## src/rtl/vga_timing_pkg.sv

```systemverilog
// Shared timing constants, totals helpers and FSM state type for the VGA raster generator.
package vga_timing_pkg;

    localparam int unsigned CNT_W = 10;

    localparam int unsigned DEF_H_VISIBLE = 640;
    localparam int unsigned DEF_H_FRONT   = 16;
    localparam int unsigned DEF_H_SYNC    = 96;
    localparam int unsigned DEF_H_BACK    = 48;
    localparam int unsigned DEF_V_VISIBLE = 480;
    localparam int unsigned DEF_V_FRONT   = 10;
    localparam int unsigned DEF_V_SYNC    = 2;
    localparam int unsigned DEF_V_BACK    = 33;

    localparam bit DEF_SYNC_ACTIVE_LOW = 1'b1;

    typedef enum logic {
        ST_IDLE,
        ST_RUN
    } vga_state_e;

    function automatic int unsigned h_total(input int unsigned visible, input int unsigned front,
                                            input int unsigned sync, input int unsigned back);
        return visible + front + sync + back;
    endfunction

    function automatic int unsigned v_total(input int unsigned visible, input int unsigned front,
                                            input int unsigned sync, input int unsigned back);
        return visible + front + sync + back;
    endfunction

endpackage

```

## src/rtl/vga_timing_controller_if.sv

```systemverilog
// Raster bus between the timing controller (master) and the colour-output stage (slave).
// frame_count exists only when VGA_FRAME_COUNT_EN is defined.
interface vga_timing_controller_if;
    import vga_timing_pkg::*;

    logic             pixel_tick;
    logic [CNT_W-1:0] column;
    logic [CNT_W-1:0] row;
    logic             display_enable;
    logic             vga_hsync;
    logic             vga_vsync;
    logic             line_start;
    logic             frame_start;
`ifdef VGA_FRAME_COUNT_EN
    logic [15:0]      frame_count;

    modport master (
        input  pixel_tick,
        output column, row, display_enable, vga_hsync, vga_vsync, line_start, frame_start,
        output frame_count
    );
    modport slave (
        output pixel_tick,
        input  column, row, display_enable, vga_hsync, vga_vsync, line_start, frame_start,
        input  frame_count
    );
`else
    modport master (
        input  pixel_tick,
        output column, row, display_enable, vga_hsync, vga_vsync, line_start, frame_start
    );
    modport slave (
        output pixel_tick,
        input  column, row, display_enable, vga_hsync, vga_vsync, line_start, frame_start
    );
`endif

endinterface

```

## src/rtl/vga_axis_counter.sv

```systemverilog
// One raster axis: wrap-around counter plus registered visible and sync-window flags.
module vga_axis_counter
    import vga_timing_pkg::*;
#(
    parameter int unsigned TOTAL      = 800,
    parameter int unsigned VISIBLE    = 640,
    parameter int unsigned SYNC_START = 656,
    parameter int unsigned SYNC_LEN   = 96
) (
    input  logic             vga_clock,
    input  logic             reset,
    input  logic             enable,
    input  logic             restart,
    output logic [CNT_W-1:0] count,
    output logic             wrap,
    output logic             visible,
    output logic             sync_window
);

    localparam logic [CNT_W-1:0] LAST       = CNT_W'(TOTAL - 1);
    localparam logic [CNT_W-1:0] VIS_END    = CNT_W'(VISIBLE);
    localparam logic [CNT_W-1:0] SYNC_FIRST = CNT_W'(SYNC_START);
    localparam logic [CNT_W-1:0] SYNC_LAST  = CNT_W'(SYNC_START + SYNC_LEN - 1);

    logic [CNT_W-1:0] count_q, count_d;
    logic             visible_q, visible_d;
    logic             sync_q, sync_d;

    always_comb begin
        count_d   = count_q;
        visible_d = visible_q;
        sync_d    = sync_q;
        if (restart) begin
            count_d = '0;
        end else if (enable) begin
            count_d = (count_q == LAST) ? '0 : count_q + 1'b1;
        end
        // Flags track count_d so they stay aligned with the registered count; they are
        // only refreshed on a step so the idle state keeps visible low at position 0.
        if (restart || enable) begin
            visible_d = (count_d < VIS_END);
            sync_d    = (count_d >= SYNC_FIRST) && (count_d <= SYNC_LAST);
        end
    end

    always_ff @(posedge vga_clock or negedge reset) begin
        if (!reset) begin
            count_q   <= '0;
            visible_q <= 1'b0;
            sync_q    <= 1'b0;
        end else begin
            count_q   <= count_d;
            visible_q <= visible_d;
            sync_q    <= sync_d;
        end
    end

    assign count       = count_q;
    assign wrap        = enable && (count_q == LAST);
    assign visible     = visible_q;
    assign sync_window = sync_q;

endmodule

```

## src/rtl/vga_timing_controller.sv

```systemverilog
// VGA raster timing generator advancing on pixel_tick; default 640x480@60 (800x525 total).
// Optional macro VGA_FRAME_COUNT_EN adds a 16-bit frame_count on the bus.
module vga_timing_controller
    import vga_timing_pkg::*;
#(
    parameter int unsigned H_VISIBLE       = DEF_H_VISIBLE,
    parameter int unsigned H_FRONT         = DEF_H_FRONT,
    parameter int unsigned H_SYNC          = DEF_H_SYNC,
    parameter int unsigned H_BACK          = DEF_H_BACK,
    parameter int unsigned V_VISIBLE       = DEF_V_VISIBLE,
    parameter int unsigned V_FRONT         = DEF_V_FRONT,
    parameter int unsigned V_SYNC          = DEF_V_SYNC,
    parameter int unsigned V_BACK          = DEF_V_BACK,
    parameter bit          SYNC_ACTIVE_LOW = DEF_SYNC_ACTIVE_LOW
) (
    input logic                     vga_clock,
    input logic                     reset,
    vga_timing_controller_if.master bus
);

    localparam int unsigned H_TOTAL = h_total(H_VISIBLE, H_FRONT, H_SYNC, H_BACK);
    localparam int unsigned V_TOTAL = v_total(V_VISIBLE, V_FRONT, V_SYNC, V_BACK);

    vga_state_e state_q, state_d;
    logic       tick;
    logic       start;
    logic       run_tick;

    logic [CNT_W-1:0] h_count, v_count;
    logic             h_wrap, v_wrap;
    logic             h_visible, v_visible;
    logic             h_sync_window, v_sync_window;

    logic line_start_q, line_start_d;
    logic frame_start_q, frame_start_d;

    assign tick = bus.pixel_tick;

    always_comb begin
        state_d  = state_q;
        start    = 1'b0;
        run_tick = 1'b0;
        unique case (state_q)
            ST_IDLE: begin
                if (tick) begin
                    start   = 1'b1;
                    state_d = ST_RUN;
                end
            end
            ST_RUN: begin
                run_tick = tick;
            end
        endcase
    end

    always_ff @(posedge vga_clock or negedge reset) begin
        if (!reset) begin
            state_q <= ST_IDLE;
        end else begin
            state_q <= state_d;
        end
    end

    vga_axis_counter #(
        .TOTAL      (H_TOTAL),
        .VISIBLE    (H_VISIBLE),
        .SYNC_START (H_VISIBLE + H_FRONT),
        .SYNC_LEN   (H_SYNC)
    ) u_h_axis (
        .vga_clock   (vga_clock),
        .reset       (reset),
        .enable      (run_tick),
        .restart     (start),
        .count       (h_count),
        .wrap        (h_wrap),
        .visible     (h_visible),
        .sync_window (h_sync_window)
    );

    vga_axis_counter #(
        .TOTAL      (V_TOTAL),
        .VISIBLE    (V_VISIBLE),
        .SYNC_START (V_VISIBLE + V_FRONT),
        .SYNC_LEN   (V_SYNC)
    ) u_v_axis (
        .vga_clock   (vga_clock),
        .reset       (reset),
        .enable      (h_wrap & tick),
        .restart     (start),
        .count       (v_count),
        .wrap        (v_wrap),
        .visible     (v_visible),
        .sync_window (v_sync_window)
    );

    assign line_start_d  = start | h_wrap;
    assign frame_start_d = start | v_wrap;

    always_ff @(posedge vga_clock or negedge reset) begin
        if (!reset) begin
            line_start_q  <= 1'b0;
            frame_start_q <= 1'b0;
        end else begin
            line_start_q  <= line_start_d;
            frame_start_q <= frame_start_d;
        end
    end

`ifdef VGA_FRAME_COUNT_EN
    logic [15:0] frame_count_q;

    always_ff @(posedge vga_clock or negedge reset) begin
        if (!reset) begin
            frame_count_q <= '0;
        end else if (frame_start_d) begin
            frame_count_q <= frame_count_q + 16'd1;
        end
    end

    assign bus.frame_count = frame_count_q;
`endif

    assign bus.column         = h_count;
    assign bus.row            = v_count;
    assign bus.display_enable = h_visible & v_visible;
    // XOR with the polarity bit: an inactive window gives the deasserted level.
    assign bus.vga_hsync      = h_sync_window ^ SYNC_ACTIVE_LOW;
    assign bus.vga_vsync      = v_sync_window ^ SYNC_ACTIVE_LOW;
    assign bus.line_start     = line_start_q;
    assign bus.frame_start    = frame_start_q;

endmodule
```

## src/flat_wrapper.sv

```systemverilog
// flat-port wrapper written by rule: the top's interface ports become plain ports
module vga_timing_controller_flat import vga_timing_pkg::*;
#(
    parameter int unsigned H_VISIBLE       = DEF_H_VISIBLE,
    parameter int unsigned H_FRONT         = DEF_H_FRONT,
    parameter int unsigned H_SYNC          = DEF_H_SYNC,
    parameter int unsigned H_BACK          = DEF_H_BACK,
    parameter int unsigned V_VISIBLE       = DEF_V_VISIBLE,
    parameter int unsigned V_FRONT         = DEF_V_FRONT,
    parameter int unsigned V_SYNC          = DEF_V_SYNC,
    parameter int unsigned V_BACK          = DEF_V_BACK,
    parameter bit          SYNC_ACTIVE_LOW = DEF_SYNC_ACTIVE_LOW
)
  (vga_clock, reset, bus_pixel_tick, bus_column, bus_row, bus_display_enable, bus_vga_hsync, bus_vga_vsync, bus_line_start, bus_frame_start);
  vga_timing_controller_if bus_i ();
  input logic vga_clock;
  input logic reset;
  input wire logic [$bits(bus_i.pixel_tick)-1:0] bus_pixel_tick;
  output wire logic [$bits(bus_i.column)-1:0] bus_column;
  output wire logic [$bits(bus_i.row)-1:0] bus_row;
  output wire logic [$bits(bus_i.display_enable)-1:0] bus_display_enable;
  output wire logic [$bits(bus_i.vga_hsync)-1:0] bus_vga_hsync;
  output wire logic [$bits(bus_i.vga_vsync)-1:0] bus_vga_vsync;
  output wire logic [$bits(bus_i.line_start)-1:0] bus_line_start;
  output wire logic [$bits(bus_i.frame_start)-1:0] bus_frame_start;
  assign bus_i.pixel_tick = bus_pixel_tick;
  assign bus_column = bus_i.column;
  assign bus_row = bus_i.row;
  assign bus_display_enable = bus_i.display_enable;
  assign bus_vga_hsync = bus_i.vga_hsync;
  assign bus_vga_vsync = bus_i.vga_vsync;
  assign bus_line_start = bus_i.line_start;
  assign bus_frame_start = bus_i.frame_start;
  vga_timing_controller #(.H_VISIBLE(H_VISIBLE), .H_FRONT(H_FRONT), .H_SYNC(H_SYNC), .H_BACK(H_BACK), .V_VISIBLE(V_VISIBLE), .V_FRONT(V_FRONT), .V_SYNC(V_SYNC), .V_BACK(V_BACK), .SYNC_ACTIVE_LOW(SYNC_ACTIVE_LOW)) u_core (.vga_clock(vga_clock), .reset(reset), .bus(bus_i));
endmodule
```

## config.mk

```make
export PLATFORM = sky130hd
export DESIGN_NAME = vga_timing_controller_flat
export DESIGN_NICKNAME = d
export VERILOG_FILES = /design/src/rtl/vga_timing_pkg.sv /design/src/rtl/vga_timing_controller_if.sv /design/src/rtl/vga_axis_counter.sv /design/src/rtl/vga_timing_controller.sv /design/src/flat_wrapper.sv
export SDC_FILE = /design/constraint.sdc
export NUM_CORES = 1
export LEC_CHECK = 0
export CORE_MARGIN = 2
export CORE_UTILIZATION = 30
export DETAILED_ROUTE_END_ITERATION = 7
export HOLD_SLACK_MARGIN = 0.12
export PLACE_DENSITY = 0.6
export SYNTH_ARGS = -nofsm -noshare
export SYNTH_HDL_FRONTEND = slang
export SYNTH_SLANG_ARGS = --single-unit
```

## constraint.sdc

```tcl
create_clock -name vga_clock -period 2.7 [get_ports vga_clock]
set_clock_uncertainty 0.1 [all_clocks]
set_input_delay 0.405 -clock vga_clock [delete_from_list [all_inputs] [get_ports vga_clock]]
set_output_delay 0.405 -clock vga_clock [all_outputs]
set_load 0.01 [all_outputs]
```

==> impl_metrics.py, run 1 <==
metrics = {
    "logic_synthesis": {
        "synth_fp_nets": 174,
        "synth_area_per_cell_um2": 9.02,
        "synth_commonest_cells": "27 x dfrtp_1, 21 x nor2_1, 13 x nand2_1, 10 x inv_1, 9 x nand3_1",
        "synth_edf_count": 0,
        "yosysTopAreaCell": "dfrtp_1",
        "synth_top_area_frac": 0.446,
        "yosysWarnings": 0,
        "synth_most_common_cell": "dfrtp_1",
        "synth_area_leaders": "dfrtp_1 45%, nor2_1 5.2%, xnor2_1 4.0%, nand2_1 3.2%, nand3_1 3.0%",
        "ys_seq_area_frac": 0.446,
        "synth_seq_cells": 27,
        "synth_area_mm2": 0.00152,
        "synth_flop_cell": "dfrtp_1",
        "synthCells": 168,
        "yosysUniqueCellTypes": 43,
        "synthArstFlopShare": 1.00,
    },
    "finish": {
        "stdcell_area_mm2": 0.00195,
        "drive_above_1_share": 0.109,
        "areaGrowthSynthToFinish_pct": 28.9,
        "post-route-util": 0.408,
        "layout.cells.non_filler": 268,
        "antenna_cells": 0,
        "final_net_count": 208,
    },
    "global_routing": {
        "grt_overflow": 0,
        "track_usage": 0.131,
        "antenna_found_initial": 0,
        "grt_pass1_vias": 1169,
        "grt_max_degree": 28,
        "grt_first_pass_wirelength_mm": 5.62,
    },
    "die": {
        "fp.coreArea_mm2": 0.00479,
        "start_util": 0.317,
        "die_h_um": 75.1,
        "row_count": 25,
        "die_w_um": 75.1,
        "pin_count": 28,
        "die_area_mm2": 0.00564,
    },
    "cts": {
        "clock_tree.buffer_depth": 2,
        "cts_root_buffer": "clkbuf_8",
        "clk_latency_ps": 280,
        "h-tree-depth": 1,
        "clock_sinks": 27,
        "postCtsSetupBuffers": 0,
        "cts_hold_buf": 0,
        "cts_tree": "yes",
        "cts_resized": 0,
        "cts_buffers": 3,
        "clk_transition_reported_paths_ps": 90,
    },
    "power": {
        "power.density_mw_per_mm2": 468,
        "leakagePower_uw": 0.000840,
        "peakVddDrop_mv": 0.211,
    },
    "place": {
        "portBuffers": 27,
        "dp.cells": 264,
        "placed_area_mm2": 0.00191,
        "gp_congestion": 0.828,
        "hpwl_mm": 2.51,
    },
    "drt": {
        "vias": 1260,
        "dr.pass1.iters": 4,
        "routed_via_density": 4.70,
        "drc": 0,
        "first_iter_violations": 48,
        "ant_nets": 0,
        "wl_per_cell_um": 12.4,
        "routed_wl_mm": 3.33,
    },
    "setup_path": {
        "crit_cells": 6,
        "path_delay_family": "simple AND/OR/NAND/NOR gates",
        "path_cells": "or3b_4 -> or3_1 -> nor3_4 -> xnor2_1 -> and4b_1 -> a32o_1",
        "startpoint_type": "flop",
        "crit_path_end": "u_core.u_v_axis.sync_window",
        "crit_buf_inv": 0,
        "crit_path_max_fanout": 7,
        "r2r_start": "u_core.u_h_axis.count[6]",
        "startpoint": "u_core.u_h_axis.count[6]",
        "r2r-end": "u_core.u_v_axis.sync_window",
        "critPathSlowestCell": "or3_1",
        "r2r_slack_ps": 310,
        "slowest_delay_ps": 500,
        "cp-end-kind": "flop",
        "cp_data_arrival_time_ps": 2470,
        "reg2regPathDepth": 6,
        "critPathRequiredTime_ps": 2770,
        "worstSetupPathType": "flop to flop",
    },
    "timing": {
        "setup_viol_count_final": 0,
        "slew_viol_final": 0,
        "period_share": 0.887,
        "setup_tns_ps": 0,
        "max_slew_margin": 0.763,
        "hold_viol": 0,
        "fin_crit_ps": 2390,
        "tightest_slew_ps": 356,
        "rsz0062_at_grt": "no",
        "fmax_mhz": 418,
    },
    "min_path": {
        "hold_class": "flop to flop",
        "hold_start": "u_core.u_v_axis.visible",
    },
    "status": {
        "status": "finished clean",
    },
    "run": {
        "cap_violations": 0,
    },
}
-- where the power goes --
group	total, µW	switching [µW]	leakage (µW)	internal (µW)
combinational	193	86.6	0.000464	106
clock	234	130	0.0000255	104
sequential	488	49.3	0.000350	439
total	915	266	0.000840	649
-- routing by layer --
layer,up-vias,global-route usage,part of all wire
li1,651,-,-
met1,583,0.193,0.51
met2,22,0.194,0.45
met3,4,0.0201,0.023
met4,0,0.0476,0.015
met5,-,0,0
-- cell type report --
| class | instances | area (µm²) |
|---|---|---|
| Inverter | 10 | 37.5 |
| Sequential cell | 27 | 676 |
| Fill cell | 492 | 2830 |
| Tap cell | 67 | 83.8 |
| Clock buffer | 3 | 41.3 |
| Timing Repair Buffer | 38 | 353 |
| Clock inverter | 1 | 5.00 |
| Multi-Input combinational cell | 122 | 757 |
-- worst min-delay path: stages, from the launching register on --
cell and delay (ps):
dfrtp_1 350, nand2_1 50, o31ai_1 50
-- kinds of logic after synthesis --
| logic type | count (synthesis) | synth area share |
|---|---|---|
| compound gates | 28 | 0.124 |
| flops | 27 | 0.446 |
| xor+xnor | 11 | 0.0636 |
| buf+inv | 19 | 0.0545 |
| mux | 1 | 0.00743 |
| simple gates | 79 | 0.280 |
| fa+ha+maj | 3 | 0.0248 |
-- through the flow --
| step | hold slack (ps) | setup WS (ps) | power [µW] |
|---|---|---|---|
| after floorplan | 9.41 | 399 | 578 |
| after global placement | 363 | 119 | 689 |
| after detailed placement | 362 | 63.2 | 691 |
| after CTS | 384 | 309 | 928 |
| after global routing | 428 | 172 | 967 |
| final | 373 | 305 | 915 |
-- worst min-delay path by stage --
stage | to | slack (ps) | cells past startpoint
floorplan | u_core.bus.frame_start | 9 | 0
global placement | u_core.u_v_axis.visible | 360 | 2
detailed placement | u_core.u_v_axis.visible | 360 | 2
CTS | u_core.u_v_axis.visible | 380 | 2
global route | u_core.u_v_axis.count[4] | 430 | 2
finish | u_core.u_v_axis.visible | 370 | 2
-- registers in the layout (all words and copies together) (netlist names) --
name                         count
u_core.u_h_axis.visible          1
u_core.state_q                   1
u_core.u_v_axis.visible          1
u_core.u_v_axis.sync_window      1
u_core.u_v_axis.count           10
u_core.bus.line_start            1
u_core.u_h_axis.count           10
u_core.bus.frame_start           1
u_core.u_h_axis.sync_window      1
-- layout by cell type, fill, tap and decap left out, types with 2 or more instances in the layout --
cell / netlist / routed
clkbuf_8: 0 / 3
nand4_1: 3 / 3
and2_1: 2 / 2
or3_1: 2 / 2
buf_4: 0 / 11
xor2_1: 4 / 4
o21ai_0: 7 / 7
nor3_1: 6 / 6
nor2_1: 21 / 21
nand2_1: 13 / 13
o31ai_1: 3 / 3
o22ai_1: 2 / 2
xnor2_1: 7 / 7
clkdlybuf4s50_1: 0 / 27
or4_1: 2 / 2
nand3_1: 9 / 9
dfrtp_1: 27 / 27
a21oi_1: 6 / 6
and3_1: 4 / 4
inv_1: 10 / 10
nand2b_1: 3 / 3
nand3b_1: 2 / 2
ha_1: 3 / 3
nor2b_1: 4 / 4
No activity file was read; power rests on OpenSTA's default activity.
==> run 2, diff against run 1 <==
Settings changed: CORE_UTILIZATION 30 to 34, PLACE_DENSITY 0.6 to 0.65.
==> impl_metrics.py, run 2 (same netlist as run 1, synthesis figures left out) <==
metrics = {
    "global_routing": {
        "grt_pass1_vias": 1203,
        "antenna_found_initial": 0,
        "track_usage": 0.143,
        "grt_first_pass_wirelength_mm": 5.74,
        "grt_max_degree": 28,
        "grt_overflow": 0,
    },
    "place": {
        "hpwl_mm": 2.56,
        "placed_area_mm2": 0.00188,
        "dp.cells": 248,
        "portBuffers": 27,
        "gp_congestion": 0.897,
    },
    "cts": {
        "postCtsSetupBuffers": 0,
        "clock_sinks": 27,
        "h-tree-depth": 1,
        "cts_tree": "yes",
        "clk_latency_ps": 270,
        "cts_hold_buf": 0,
        "cts_resized": 0,
        "cts_buffers": 3,
        "clock_tree.buffer_depth": 2,
        "clk_transition_reported_paths_ps": 90,
        "cts_root_buffer": "clkbuf_8",
    },
    "power": {
        "p_clk_frac": 0.251,
        "peakVddDrop_mv": 0.230,
        "power_frac_seq": 0.536,
        "power.density_mw_per_mm2": 474,
        "intPower_uw": 648,
        "combPwrFrac": 0.213,
        "switchingPower_uw": 266,
        "leakagePower_uw": 0.000836,
        "switching_share": 0.291,
    },
    "finish": {
        "drive_above_1_share": 0.105,
        "post-route-util": 0.446,
        "stdcell_area_mm2": 0.00193,
        "final_net_count": 207,
        "areaGrowthSynthToFinish_pct": 27.2,
        "layout_common_cells": "27 x clkdlybuf4s50_1, 27 x dfrtp_1, 21 x nor2_1",
        "layout.cells.non_filler": 252,
        "antenna_cells": 0,
    },
    "die": {
        "die_w_um": 70.8,
        "start_util": 0.350,
        "die_area_mm2": 0.00501,
        "die_h_um": 70.8,
        "pin_count": 28,
        "row_count": 24,
        "fp.coreArea_mm2": 0.00432,
    },
    "timing": {
        "fin_crit_ps": 2380,
        "period_share": 0.883,
        "fmax_mhz": 419,
        "max_slew_margin": 0.738,
        "setup_tns_ps": 0,
        "slew_viol_final": 0,
        "hold_viol": 0,
        "rsz0062_at_grt": "no",
        "tightest_slew_ps": 390,
        "setup_viol_count_final": 0,
    },
    "setup_path": {
        "cp_data_arrival_time_ps": 2480,
        "worstSetupPathType": "flop to flop",
        "crit_path_max_fanout": 10,
        "cp-end-kind": "flop",
        "startpoint_type": "flop",
        "r2r_slack_ps": 320,
        "critPathRequiredTime_ps": 2790,
    },
    "run": {
        "cap_violations": 0,
    },
    "drt": {
        "ant_nets": 0,
        "routed_wl_mm": 3.32,
        "vias": 1293,
        "dr.pass1.iters": 4,
        "routed_via_density": 5.13,
        "wl_per_cell_um": 13.2,
        "first_iter_violations": 62,
        "drc": 0,
    },
    "status": {
        "status": "finished clean",
    },
    "min_path": {
        "hold_class": "input pin to asynchronous set/reset pin",
    },
}
[run 2: power groups by stage]
stage / Combinational [µW] / Clock (µW) / Sequential [µW]
global placement: 193 / 0 / 496
floorplan: 77.0 / 0 / 501
finish: 195 / 229 / 490
CTS: 196 / 245 / 488
global route: 217 / 259 / 495
detailed placement: 195 / 0 / 496
[run 2: path summary, 6_finish.rpt]
path,start,end,depth (start not counted)
max in group asynchronous,reset,u_core.u_v_axis.count[5],2
hold reg to reg,u_core.u_v_axis.visible,u_core.u_v_axis.visible,2
min in group vga_clock,u_core.u_v_axis.visible,u_core.u_v_axis.visible,2
hold / removal,reset,u_core.bus.line_start,2
setup reg to reg,u_core.u_h_axis.count[0],u_core.u_h_axis.sync_window,10
setup / recovery,u_core.u_h_axis.count[0],u_core.u_h_axis.sync_window,10
[run 2: final cells by class]
class                      count  area, µm²
fill                         444       2400
multi-input combinational    122        757
clock buffer                   3       41.3
tap                           52       65.1
timing repair buffer          37        345
sequential                    27        676
clock inverter                 1       5.00
inverter                      10       37.5
[run 2: layer usage]
layer / global-route usage / routed length (µm) / vias to the layer above
met5: 0 / 0 / -
met4: 0.0608 / 44 / 0
met3: 0.0199 / 74 / 4
met2: 0.209 / 1480 / 18
met1: 0.212 / 1720 / 624
li1: - / - / 647
[run 2: critical path: stages, from the launching register on]
cell,delay (ps)
dfrtp_1,430
ha_1,270
nand4_1,120
buf_4,140
nor3_1,60
buf_4,180
nor2_1,310
inv_1,190
a21oi_2,220
o31ai_1,120
o31ai_2,170
[run 2: through the flow]
step | hold slack (ps) | setup slack, ps | total power, µW
4_1_cts | 400 | 312 | 929
5_1_grt | 412 | 86.2 | 972
3_5_place_dp | 377 | 78.6 | 692
2_1_floorplan | 9.41 | 399 | 578
6_report | 392 | 315 | 914
3_3_place_gp | 365 | 80.0 | 689
==> RTL edit (config.mk and constraints of run 1) <==
Change the package constant `DEF_SYNC_ACTIVE_LOW` from 1'b1 to 1'b0.
--- a/src/rtl/vga_timing_pkg.sv
+++ b/src/rtl/vga_timing_pkg.sv
@@ -14,3 +14,3 @@
 
-    localparam bit DEF_SYNC_ACTIVE_LOW = 1'b1;
+    localparam bit DEF_SYNC_ACTIVE_LOW = 1'b0;
 
Function: changed (Yosys sat finds a counterexample within 4 cycles, from zero or initial values and one cycle with reset low).
==> RTL edit against run 1 <==
Sequential cell count did not move. Area after synthesis is 4.0% higher. Combinational power increased by 59%. Design area is 5.9% higher. Total power is 11% higher. Via count increased by 17%. First-iteration DRC count up 58%. Setup slack lost 0.15 ns. Synthesized cell count increased by 6.0%. Routed wire length rose by 25%. Critical path type unchanged. Highest routed layer unchanged.
==> RTL edit: results (changes against run 1) <==
* Status: finished, final reports clean
* Final period util at 94.2% (+5.5 points)
* Hold crit path type: primary input to asynchronous set/reset pin
* Synth Area in XOR/XNOR at 5.00% (-1.4 points)
* Wire per inst at 14.4 um (+16%)
* Worst slack, placed at 0.0960 ns (+0.0328 ns)
* Layout non-clock buf frac at 19.2% (+1.2 points)
* Plain + repair buffers at 44 (+16%)
* R2r setup slk at 0.16 ns (-0.15 ns)
* Seq/Total Area, Yosys at 42.9% (-1.7 points)
* Sw Share at 31.5% (+2.4 points)
* Crit Path Category: flip-flop to flip-flop
* Netlist cell types at 45 (+4.7%)
* Routed vias/inst at 5.11 (+8.7%)
* Number of global-route vias before repair at 1463 (+25%)
* Pwr Density at 493 nW/um2 (+5.2%)
* Adder-cell share of the synthesized area at 2.38% (-0.096 points)
* Area of the core at 5070 um2 (+6.0%)
* Leakage at 0.000821 uW (-2.3%)
* Mapped Cells at 178 (+6.0%)
* Slew @ Worst Pin at 0.391 ns (+0.0356 ns)
* Design area at 2070 um2 (+5.9%)
* Worst r2r src: u_core.u_h_axis.count[7]$_DFF_PN0_
* Share of power burned in registers at 47.2% (-6.1 points)
* 1st-iter DRT viols at 76 (+58%)
* Non-CTS inverters at 8 (-2)
* Placed Instances at 284 (+7.6%)
* Worst vdd ir at 242 uV (+14%)
* Commonest cells post-synth: 27 x dfrtp_1, 25 x nor2_1, 19 x nand2_1, 12 x a21oi_1, 11 x nand4_1
* Crit path largest cell delay at 0.55 ns (+0.05 ns)
* Critical Path AT at 2.61 ns (+0.14 ns)
* Global-route wire length before repair at 7.13 mm (+27%)
* CP max FO at 5 (-2)
* Mux contribution to synthesized area at 0.635% (-0.11 points)
* Fill cell count at 543 (+10%)
* Placed Instance Area at 2020 um2 (+6.1%)
* Multi-input logic area at 832 um2 (+9.9%)
* Comb_multi_in at 135 (+11%)
* Post-DP HPWL at 3.01 mm (+20%)
* Fraction of area in registers at 32.7% (-1.9 points)
* Clock network area share at 2.18% (-0.19 points)
* Synth top area cells: dfrtp_1 43%, nor2_1 6.0%, nand2_1 4.5%
* Nets at 225 (+8.2%)
* Clock buffer count at 4 (+1)
* Gpl congestion at 0.846 (+2.2%)
* Setup crit end: u_core.u_v_axis.visible$_DFFE_PN0P_
* Total GRT Usage at 14.9% (+1.8 points)
* Initial antenna violation count at 0 (unchanged)
[RTL edit: changes by cell type in the layout (fill, tap and decap cells not counted), sizes merged, moves of 3 or more]
cell   before  now
and3        4    0
o21ai       7   11
nand2      13   19
nand4       3   11
nand3       9    4
a21oi       7   12
nor3        7    4
buf        11   17
nor2       21   25
[RTL edit: cells by family (layout without fill, tap and decap cells)]
family / after synthesis / count (layout)
multiplexers: 1 / 1
AO/OA/AOI/OAI: 39 / 39
buffers and inverters: 16 / 56
XOR/XNOR: 9 / 9
flip-flops: 27 / 27
adder cells (fa/ha/maj): 3 / 3
AND/OR/NAND/NOR: 83 / 83
[RTL edit: per-layer routing]
| metal | GRT usage [%] | routed length, um |
|---|---|---|
| met3 | 3.32 | 229 |
| met2 | 23.5 | 1940 |
| met4 | 4.18 | 46 |
| met1 | 20.7 | 1940 |
| met5 | 0 | 0 |
